### src/rtl/alu_issue_stage.sv
// Issue stage between RV32I decode and the ALU: maps opcode/funct fields to the
// 4-bit ALU control code and holds the result in an output register backed by a skid register.
module alu_issue_stage #(
  parameter int XLEN = 32,
  parameter int RD_W = 5
) (
  input  logic            clk,
  input  logic            rst_n,
  input  logic            flush,
  input  logic            in_valid,
  output logic            in_ready,
  input  logic [6:0]      opcode,
  input  logic [2:0]      funct3,
  input  logic [6:0]      funct7,
  input  logic [XLEN-1:0] rs1_val,
  input  logic [XLEN-1:0] rs2_val,
  input  logic [XLEN-1:0] imm,
  input  logic [RD_W-1:0] rd_in,
  output logic            out_valid,
  input  logic            out_ready,
  output logic [XLEN-1:0] alu_a,
  output logic [XLEN-1:0] alu_b,
  output logic [3:0]      alu_control,
  output logic [RD_W-1:0] rd_out,
  output logic            illegal
);

  typedef enum logic [3:0] {
    ALU_AND = 4'b0000,
    ALU_OR  = 4'b0001,
    ALU_ADD = 4'b0010,
    ALU_SLL = 4'b0011,
    ALU_SUB = 4'b0100,
    ALU_SRL = 4'b0101,
    ALU_MUL = 4'b0110,
    ALU_XOR = 4'b0111,
    ALU_SLT = 4'b1000,
    ALU_ILL = 4'b1111
  } alu_op_e;

  localparam logic [6:0] OPC_OP     = 7'b0110011;
  localparam logic [6:0] OPC_OP_IMM = 7'b0010011;
  localparam logic [6:0] OPC_LOAD   = 7'b0000011;
  localparam logic [6:0] OPC_STORE  = 7'b0100011;
  localparam logic [6:0] OPC_BRANCH = 7'b1100011;

  typedef struct packed {
    logic [XLEN-1:0] a;
    logic [XLEN-1:0] b;
    logic [3:0]      ctrl;
    logic [RD_W-1:0] rd;
    logic            ill;
  } entry_t;

  entry_t  dec;
  entry_t  or_q;
  entry_t  sk_q;
  logic    sk_valid;
  alu_op_e op;
  logic    ok;
  logic    accept;
  logic    or_free;

  always_comb begin
    op    = ALU_ILL;
    ok    = 1'b0;
    dec.a = rs1_val;
    dec.b = rs2_val;
    dec.rd = rd_in;
    case (opcode)
      OPC_OP: begin
        if (funct7 == 7'b0000000) begin
          ok = 1'b1;
          case (funct3)
            3'b000:  op = ALU_ADD;
            3'b001:  op = ALU_SLL;
            3'b010:  op = ALU_SLT;
            3'b100:  op = ALU_XOR;
            3'b101:  op = ALU_SRL;
            3'b110:  op = ALU_OR;
            3'b111:  op = ALU_AND;
            default: ok = 1'b0;
          endcase
        end else if (funct7 == 7'b0100000 && funct3 == 3'b000) begin
          ok = 1'b1;
          op = ALU_SUB;
        end else if (funct7 == 7'b0000001 && funct3 == 3'b000) begin
          ok = 1'b1;
          op = ALU_MUL;
        end
      end
      OPC_OP_IMM: begin
        dec.b = imm;
        ok    = 1'b1;
        case (funct3)
          3'b000: op = ALU_ADD;
          3'b010: op = ALU_SLT;
          3'b100: op = ALU_XOR;
          3'b110: op = ALU_OR;
          3'b111: op = ALU_AND;
          // Shift immediates carry only a 5-bit shift amount.
          3'b001: begin
            dec.b = {{(XLEN-5){1'b0}}, imm[4:0]};
            op    = ALU_SLL;
            ok    = (funct7 == 7'b0000000);
          end
          3'b101: begin
            dec.b = {{(XLEN-5){1'b0}}, imm[4:0]};
            op    = ALU_SRL;
            ok    = (funct7 == 7'b0000000);
          end
          default: ok = 1'b0;
        endcase
      end
      OPC_LOAD, OPC_STORE: begin
        dec.b = imm;
        op    = ALU_ADD;
        ok    = 1'b1;
      end
      OPC_BRANCH: begin
        op = ALU_SUB;
        ok = 1'b1;
      end
      default: ok = 1'b0;
    endcase
    dec.ill  = !ok;
    dec.ctrl = ok ? op : ALU_ILL;
  end

  assign accept  = in_valid && in_ready;
  assign or_free = !out_valid || out_ready;

  // The skid register only fills while the output register is stalled, so
  // in_ready is simply the registered complement of sk_valid.
  always_ff @(posedge clk or negedge rst_n) begin
    if (!rst_n) begin
      out_valid <= 1'b0;
      sk_valid  <= 1'b0;
      in_ready  <= 1'b1;
      or_q      <= '0;
      sk_q      <= '0;
    end else if (flush) begin
      out_valid <= 1'b0;
      sk_valid  <= 1'b0;
      in_ready  <= 1'b1;
    end else if (or_free) begin
      if (sk_valid) begin
        or_q      <= sk_q;
        out_valid <= 1'b1;
        sk_valid  <= 1'b0;
        in_ready  <= 1'b1;
      end else if (accept) begin
        or_q      <= dec;
        out_valid <= 1'b1;
      end else begin
        out_valid <= 1'b0;
      end
    end else if (accept) begin
      sk_q     <= dec;
      sk_valid <= 1'b1;
      in_ready <= 1'b0;
    end
  end

  assign alu_a       = or_q.a;
  assign alu_b       = or_q.b;
  assign alu_control = or_q.ctrl;
  assign rd_out      = or_q.rd;
  assign illegal     = or_q.ill;

endmodule

### config.mk
export PLATFORM = sky130hd
export DESIGN_NAME = alu_issue_stage
export DESIGN_NICKNAME = d
export VERILOG_FILES = /design/src/rtl/alu_issue_stage.sv
export SDC_FILE = /design/constraint.sdc
export NUM_CORES = 1
export LEC_CHECK = 0
export CAP_MARGIN = 20
export CORE_MARGIN = 2
export CORE_UTILIZATION = 41
export DETAILED_ROUTE_END_ITERATION = 10
export PLACE_DENSITY_LB_ADDON = 0.25
export SLEW_MARGIN = 20
export SYNTH_ARGS = -nofsm -noshare
export SYNTH_HDL_FRONTEND = slang
export SYNTH_SLANG_ARGS = --single-unit
### constraint.sdc
create_clock -name clk -period 2.01 [get_ports clk]
set_input_delay 0.3015 -clock clk [delete_from_list [all_inputs] [get_ports clk]]
set_output_delay 0.3015 -clock clk [all_outputs]
set_load 0.05 [all_outputs]
## Yosys cells after proc, flatten, opt, wreduce, memory -nomap -nowiden

Cells that the tools add are included.

- Input bits: 123
- Bits in latches: 0
- Memories kept: 0
- ROM bits: 0
- Flip-flop bits (word level): 151
- Logic and storage cells: 75
- RAM bits: 0
- Output and inout bits: 76

- Muxes and demuxes: 27
- Multipliers: 0
- $add $sub $neg: 0
- Equal/unequal tests: 14
- Reductions and logical operators: 19
- Div/mod/pow operators: 0
- Shift operators: 0
- Order comparisons: 0
- Bitwise logic cells: 2

Operators with widths:

| operator | number |
|---|---|
| 2-to-1 mux 74 bit | 2 |
| one-hot mux 32 bit (2 select lines) | 1 |
| 2-to-1 mux 32 bit | 1 |
| one-hot mux 4 bit (7 select lines) | 1 |
| == test 7 x 6 -> 1 bit (second input constant) | 3 |
| 2-to-1 mux 4 bit | 4 |
| one-hot mux 4 bit (4 select lines) | 1 |
| 2-to-1 mux 1 bit | 15 |
| == test 3 bit (second input constant) | 4 |
| == test 7 x 1 -> 1 bit (second input constant) | 1 |
| == test 7 x 2 -> 1 bit (second input constant) | 1 |
| == test 7 x 5 -> 1 bit (second input constant) | 1 |
| == test 7 bit (second input constant) | 1 |
| zero test 7 bit | 1 |
| OR reduction 7 bit | 1 |
| AND reduction 3 bit | 2 |
| OR reduction 5 bit | 1 |
| nonzero test 2 bit | 2 |
| OR reduction 2 bit | 2 |
| == test 3 x 1 -> 1 bit (second input constant) | 1 |
| == test 3 x 2 -> 1 bit (second input constant) | 1 |
| logical AND 1 bit | 3 |
| zero test 3 bit | 1 |
| inequality test 3 bit (second input constant) | 1 |
| other kinds (8) | 10 |

## Logic depth before layout (Yosys ltp)

Gate-level depths: netlist of run 1.

- Word-level depth: 9
- Mapped depth: 7
- Gate-level depth less buffers: 5

## Worst setup path after synthesis of run 1

OpenSTA, ideal clock, no wires.

- Path type: reg-to-reg
- Start point: reg in_ready
- End point: reg or_q (netlist bit alu_b[0])
- Path slack: 38 ps
- Period minus slack after synthesis: 1972 ps
- Cell stages (with the launch flop): 6
- Required time: 1885 ps
- Setup time: 125 ps
- Path buffers: 2
- Data arrival time: 1847 ps
- Path through: dfstp_2 -> a21oi_1 -> nor3_1 -> buf_2 -> buf_2 -> mux2_2

- Longest elaborated chain between the ends: 3

RTL lines:

| item | line | text |
|---|---|---|
| start: declaration | 11 | `output logic in_ready,` |
| start signal: assignment | 139 | `in_ready <= 1'b1;` |
| start signal: assignment | 145 | `in_ready <= 1'b1;` |
| start signal: assignment | 151 | `in_ready <= 1'b1;` |
| logical AND 1 bit | 130 | `assign accept = in_valid && in_ready;` |
| nonzero test 2 bit (no source line) | - |  |
| AND reduction 3 bit (no source line) | - |  |
| end signal: assignment | 148 | `or_q <= sk_q;` |
| end: declaration | 56 | `entry_t or_q;` |

Every way passes these cells.
A chain may end at the register's enable or synchronous reset.

## Worst setup path after layout of run 1

- Start point: reg or_q (netlist bit alu_a[13])
- End point: out alu_a[13]

RTL lines:

| item | line | text |
|---|---|---|
| end: declaration | 21 | `output logic [XLEN-1:0] alu_a,` |

No word-level cell between the ends.

==> metrics.md, run 1 <==
| Metric | Value |
|---|---|
| Endpoints failing setup | 0 |
| R2R Setup Slk | ~0.19 ns |
| CP max stage cell | clkdlybuf4s50_1 |
| Clk_skew | 0.009916 ns |
| Part of the power in the clock network | 32.0% |
| # IOs | between 150 and 200 |
| Ranking of synthesized cells by area | dfrtp_1, mux2_2, nand2_1 |
| P_leak | 0.004098 µW |
| Count leader, synth | dfrtp_1 |
| Hold Path Class | in -> async |
| # fillers | about 1300 |
| Clock transition at path regs | around 0.060 ns |
| NumNets Final | 950 |
| Synth area leader | dfrtp_1 |
| Routed len/inst | 17.41 µm |
| H-tree Lvls | 4 |
| Final Cycle Share | between 90% and 100% |
| Number of port buffers | just under 200 |
| Die W | 134.0 µm |
| Run status | finished, final reports clean |
| Total grt overflow | 0 |
| Worst path buffer plus inverter count | 1 |
| Sw Ratio | 32.52% |
| Vias per inst | between 5 and 6 |
| Num CTS Buffers | 17 |
| Main synth FF type | dfrtp_1 |
| Placement Setup Slack | -0.4334 ns |
| Psw | 3381 µW |
| Slew at the pin closest to its max-slew limit | 0.5941 ns |
| Max VDD drop | 666.6 µV |
| Hold Vio Cnt, Final | 0 |
| Share of the synthesized area in the top cell type | a little over half |
| Gr usage total | 21.01% |
| PD cells | around 1000 nW/µm² |
| Root buf cell | clkbuf_16 |
| Register share of total power | 39.6% |
| Critical-path cell list | clkdlybuf4s50_1 |
| Initial Util | 41.92% |
| Crit path launch | alu_a[13] |
| Fin crit period | ~1.9 ns |
| Core ar. | 16520 µm² |
| GP Congestion | 0.8265 |
| Mapped Area | roughly 7000 µm² |
| Worst r2r src | in_ready |
| Worst skew pair latency | between 0.4 and 0.5 ns |
| Synthesized instance count | slightly above 600 |
| Comb pwr share | ~28% |
| CTS tree | yes |
| Post-DP HPWL | roughly 12000 µm |
| Arrival @ worst endpoint | about 1.6 ns |
| Post-synth EDFFs | 0 |
| Synth Net Count | 745 |
| Fmax | 0.5158 GHz |
| Antenna diodes | 0 |
| YS warnings | 0 |
| Endpoint type of the worst setup path | output port |
| Worst reg2reg path depth | 5 |
| Slowest Stage Delay on Critical Path | 0.82 ns |
| Unique masters post-synth | 42 |
| DRC | 0 |
| Die Y | roughly 130 µm |
| Seq/Total Area, Yosys | a little over half |
| Core Rows | 47 |
| Average size of a mapped cell | between 10 and 15 µm² |
| Via count | 5616 |
| Post-route setup slack | 0.07119 ns |
| Setup crit start kind | register |
| Sink Count | ~150 |
| Initial antenna violation count | 0 |
| Number of synthesized register bits | 151 |
| Post-CTS Setup Inserts | 0 |
| Worst R2R End | alu_a[21] |
| Fraction of layout cells with a size suffix above 1 | 18.36% |
| Fin. max-slew vios | 0 |
| Area Growth Syn to Fin | 43.65% |
| 1st-pass router iterations | 5 |
| Int Pwr | 7016 µW |
| Drt total wl | 18440 µm |
| Top post-synthesis cells by count | dfrtp_1, nand2_1, mux2_2, o21ai_1, o21ai_0 |
| First-pass GRT wire length | 29780 µm |
| CP required | 1.71 ns |
| CP max FO | 2 |
| Core Util, Final | 60.23% |
| Cell family with most CP delay | buffers and inverters |
| Max-Slew Margin vs Limit | 60.40% |
| Largest net degree at the start of global routing | 110 |
| Crit Path Class | reg -> out |
| RSZ-0062 raised after global routing | no |
| Max Cap Violations | 0 |
| Routed Antenna Nets | 0 |
| Clk buf depth | 2 |
| FFs w/ async S/R, synth | 100.0% |
| Vias in the first global route | between 5000 and 6000 |
| Die area | 17950 µm² |
| Starting DRT DRC Count | 289 |
repair_timing:
item                                    4_1_cts  5_1_grt
gates resized for setup                       0        1
hold endpoints to repair                     29        0
hold buffers                                  1        0
endpoints found under the setup margin        0       43
per-layer routing:
layer | routed length, µm | up-vias | share of wire (%) | global-route usage, %
li1 | - | 2645 | - | -
met1 | 7779 | 2753 | 42 | 26.42
met2 | 9063 | 187 | 49 | 34.64
met3 | 1209 | 31 | 6.6 | 5.858
met4 | 385 | 0 | 2.1 | 7.920
met5 | 0 | - | 0 | 0
placed cells by master, fill, tap and decap left out, types with 2 or more instances in the layout:
master and instances:
bufinv_16 4, o41ai_1 2, clkinvlp_4 3, clkbuf_1 3, nand3_1 7, clkdlybuf4s50_1 196, a32oi_1 22, nand3_4 2
a22oi_1 2, nand2b_1 4, nor2b_1 2, mux2_2 70, inv_1 3, and2_1 2, mux2i_1 42, o21ai_0 49
o21ai_1 60, buf_4 25, nor2_1 2, o21ai_4 2, inv_6 2, buf_12 8, a32oi_2 5, o211ai_1 4
a21oi_1 9, nand2_1 116, dfrtp_1 149, clkbuf_16 17, nand3b_1 2, nor3_1 3
power groups by stage:
stage	Clock [µW]	Combinational, µW	Sequential [µW]
detailed placement	0	2970	4160
finish	3330	2950	4120
global placement	0	2890	4110
CTS	3420	2980	4120
global route	3550	3140	4200
floorplan	0	770	5100
sequential cells by signal, indices dropped and copies added (netlist names):
name / count
alu_a: 32
alu_b: 32
alu_control: 4
illegal: 1
in_ready: 1
out_valid: 1
rd_out: 5
sk_q: 74
sk_valid: 1
worst max-delay path by stage:
stage	end	slack, ns	depth (start not counted)
2_1_floorplan	alu_b[0]	0.04	5
3_3_place_gp	alu_b[29]	-0.32	6
3_5_place_dp	alu_b[31]	-0.43	6
4_1_cts	alu_b[31]	0.03	6
5_1_grt	alu_b[31]	0.01	6
6_report	alu_a[13]	0.07	1
kinds of logic after synthesis:
| family | share of synthesized area, % |
|---|---|
| AO/OA/AOI/OAI | 14.43 |
| flip-flops | 54.56 |
| AND/OR/NAND/NOR | 9.933 |
| multiplexers | 17.45 |
| buffers and inverters | 3.504 |
| XOR/XNOR | 0.1264 |
metrics by stage:
stage          instance area [µm²]  std cells  power, µW  hold WS, ns  setup TNS [ns]
3_3_place_gp                  9315       1026       7001       0.2162          -15.27
6_report                      9952       1059      10400       0.3535               0
3_5_place_dp                  9315       1026       7130       0.2191          -20.65
2_1_floorplan                 6928        622       5871     0.005909               0
5_1_grt                       9952       1059      10890       0.3766               0
4_1_cts                       9936       1058      10510       0.3537               0
area by class of cell:
cell class,count,area (µm²),share of cell area (%)
Timing Repair Buffer,231,2331,23.42
Clock inverter,11,173.9,1.748
Clock buffer,20,436.7,4.388
Sequential cell,151,3784,38.02
Tap cell,220,275.3,2.766
Inverter,3,11.26,0.1132
Multi-Input combinational cell,423,2940,29.54
(Power assumes the default switching activity.)
==> run 2: changes to the inputs <==
--- a/config.mk
+++ b/config.mk
@@ -8,6 +8,7 @@
 export CAP_MARGIN = 20
 export CORE_MARGIN = 2
 export CORE_UTILIZATION = 41
+export CTS_CLUSTER_DIAMETER = 120
 export DETAILED_ROUTE_END_ITERATION = 10
 export PLACE_DENSITY_LB_ADDON = 0.25
 export SLEW_MARGIN = 20
==> results of run 2 <==
Same layout as run 1: the final DEF is identical, and so are final timing and power.
==> run 3: changes to the inputs <==
--- a/config.mk
+++ b/config.mk
@@ -5,12 +5,13 @@
 export SDC_FILE = /design/constraint.sdc
 export NUM_CORES = 1
 export LEC_CHECK = 0
+export ABC_CLOCK_PERIOD_IN_PS = 2009
 export CAP_MARGIN = 20
 export CORE_MARGIN = 2
 export CORE_UTILIZATION = 41
 export CTS_CLUSTER_DIAMETER = 120
 export DETAILED_ROUTE_END_ITERATION = 10
-export PLACE_DENSITY_LB_ADDON = 0.25
+export PLACE_DENSITY = 0.72
 export SLEW_MARGIN = 20
 export SYNTH_ARGS = -nofsm -noshare
 export SYNTH_HDL_FRONTEND = slang
==> run 3 against run 2 <==
  * Sequential power about the same
  * Total power rose by 1.5%
  * Setup slack better by 0.0046 ns
  * Register-to-register slack is essentially flat
  * Worst hold slack gained 0.059 ns
  * Critical path depth did not move
==> metrics.md, run 3 (synthesis gave the netlist of run 1 again) <==
| Metric | Value |
|---|---|
| DRC | 0 |
| Worst path buffer plus inverter count | 1 |
| Initial antenna violation count | 0 |
| Placement Setup Slack | -0.4101 ns |
| Number of port buffers | between 150 and 200 |
| NumNets Final | 949 |
| Area Growth Syn to Fin | 43.67% |
| Comb pwr share | 28.0% |
| Antenna diodes | 0 |
| Root buf cell | clkbuf_16 |
| Sink Count | 151 |
| Worst r2r src | in_ready |
| Max reg flops | 74 |
| Clk buf depth | 2 |
| Multi-input gate area | 2940 µm² |
| Post-CTS Setup Inserts | 0 |
| Max-Slew Margin vs Limit | between 60% and 70% |
| Routed Antenna Nets | 0 |
| CP max stage cell | clkdlybuf4s50_1 |
| H-tree Lvls | 4 |
| Final Cycle Share | 96.23% |
| Commonest non-fill, non-tap cells in the layout | clkdlybuf4s50_1, dfrtp_1, nand2_1, mux2_2, o21ai_1 |
| RSZ-0062 raised after global routing | no |
| Core Rows | 47 |
| Die area | 17950 µm² |
| Cell family with most CP delay | buffers and inverters |
| Gr usage total | 20.89% |
| Hold Vio Cnt, Final | 0 |
| Total grt overflow | 0 |
| Worst R2R End | alu_a[20] |
| Largest net degree at the start of global routing | 110 |
| Max VDD drop | 572.0 µV |
| Crit Path Class | reg -> out |
| Clk_skew | between 0.009 and 0.01 ns |
| 1st-pass router iterations | 5 |
| Max Cap Violations | 0 |
| Critical Path Stages | 1 |
| Setup crit start kind | register |
| Vias in the first global route | 5812 |
| Run status | finished, final reports clean |
| # IOs | 199 |
| Fin crit period | 1.934 ns |
| Arrival @ worst endpoint | 1.63 ns |
| Psw | 3374 µW |
| Sw Ratio | 31.96% |
| Core Util, Final | about three fifths |
| Via count | 5580 |
| Core ar. | 16520 µm² |
| Die Y | 134.0 µm |
| PD cells | 1061 nW/µm² |
| Register share of total power | 38.9% |
| Commonest non-fill, non-tap cell in the layout | clkdlybuf4s50_1 |
| Routed len/inst | 17.71 µm |
| Endpoints failing setup | 0 |
| GP Congestion | between 0.8 and 0.9 |
| R2R Setup Slk | 0.20 ns |
| Post-DP HPWL | 12570 µm |
| Worst skew pair latency | approximately 0.42 ns |
| Starting DRT DRC Count | 228 |
| Post-route setup slack | 0.07582 ns |
| Fmax | 0.5170 GHz |
| Num CTS Buffers | 17 |
| Vias per inst | 5.269 |
| # fillers | 1332 |
| CP required | around 1.7 ns |
| Crit path launch | alu_a[17] |
| CP max FO | 2 |
| Clock transition at path regs | roughly 0.060 ns |
| Critical-path cell list | clkdlybuf4s50_1 |
| Worst reg2reg path depth | 5 |
| Register bank with the most flops | sk_q |
| Die W | 134.0 µm |
| Total area of sequential cells | 3784 µm² |
| Endpoint type of the worst setup path | output port |
| Fin. max-slew vios | 0 |
| Slew at the pin closest to its max-slew limit | 0.5958 ns |
| Drt total wl | 18760 µm |
| CTS tree | yes |
| Part of the power in the clock network | approximately 33% |
| Slowest Stage Delay on Critical Path | approximately 0.82 ns |
| First-pass GRT wire length | 29660 µm |
| Initial Util | about two fifths |
| P_leak | 0.004107 µW |
| Int Pwr | ~7200 µW |
| End of the critical path | alu_a[17] |
| Fraction of layout cells with a size suffix above 1 | 18.36% |
| Hold Path Class | in -> async |
[run 3: worst register-to-register path, cell delays in order (launching register included)]
cell	delay [ns]
dfstp_2	0.58
a21oi_1	0.13
or3_2	0.57
buf_12	0.23
nand2_1	0.10
o21ai_0	0.08
[run 3: power groups by stage]
stage | combinational (µW) | clock, µW | sequential [µW]
2_1_floorplan | 770 | 0 | 5100
3_3_place_gp | 2890 | 0 | 4110
3_5_place_dp | 2960 | 0 | 4150
4_1_cts | 2970 | 3580 | 4110
5_1_grt | 3150 | 3700 | 4190
6_report | 2950 | 3500 | 4110
[run 3: what timing repair did]
item / 4_1_cts / 5_1_grt
hold buffers: 1 / 0
endpoints found under the setup margin: 0 / 26
hold endpoints to repair: 49 / 0
gates resized for setup: 0 / 1
[run 3: how the worst min path moves through the flow]
stage	start	end	slack [ns]	cells past startpoint
2_1_floorplan	rst_n	alu_a[0]	0.006	0
4_1_cts	rst_n	alu_b[3]	0.42	2
3_3_place_gp	rst_n	alu_b[5]	0.28	1
5_1_grt	rst_n	sk_q[15]	0.45	2
6_report	rst_n	alu_b[6]	0.41	2
3_5_place_dp	rst_n	sk_q[15]	0.30	1
[run 3: per-stage QoR]
| stage | total power (µW) | instance area, µm² | TNS [ns] | hold WS, ns | cells |
|---|---|---|---|---|---|
| floorplan | 5871 | 6928 | 0 | 0.005909 | 622 |
| detailed placement | 7113 | 9280 | -17.56 | 0.2955 | 1025 |
| CTS | 10660 | 9937 | 0 | 0.4205 | 1058 |
| global route | 11030 | 9953 | 0 | 0.4497 | 1059 |
| finish | 10560 | 9953 | 0 | 0.4122 | 1059 |
| global placement | 6999 | 9280 | -12.12 | 0.2831 | 1025 |
[run 3: layer usage]
layer	track usage (%)	vias up	share of wire, %	wire (µm)
met2	34.84	190	48	8971
li1	-	2652	-	-
met1	25.53	2713	42	7914
met5	0	-	0	0
met4	6.147	0	1.6	301
met3	7.559	25	8.4	1572
[run 3: final cells by class]
class                      count  area share [%]
multi-input combinational    423           29.54
tap                          220           2.766
inverter                       3          0.1131
sequential                   151           38.01
clock buffer                  22           4.563
clock inverter                10           1.936
timing repair buffer         230           23.07
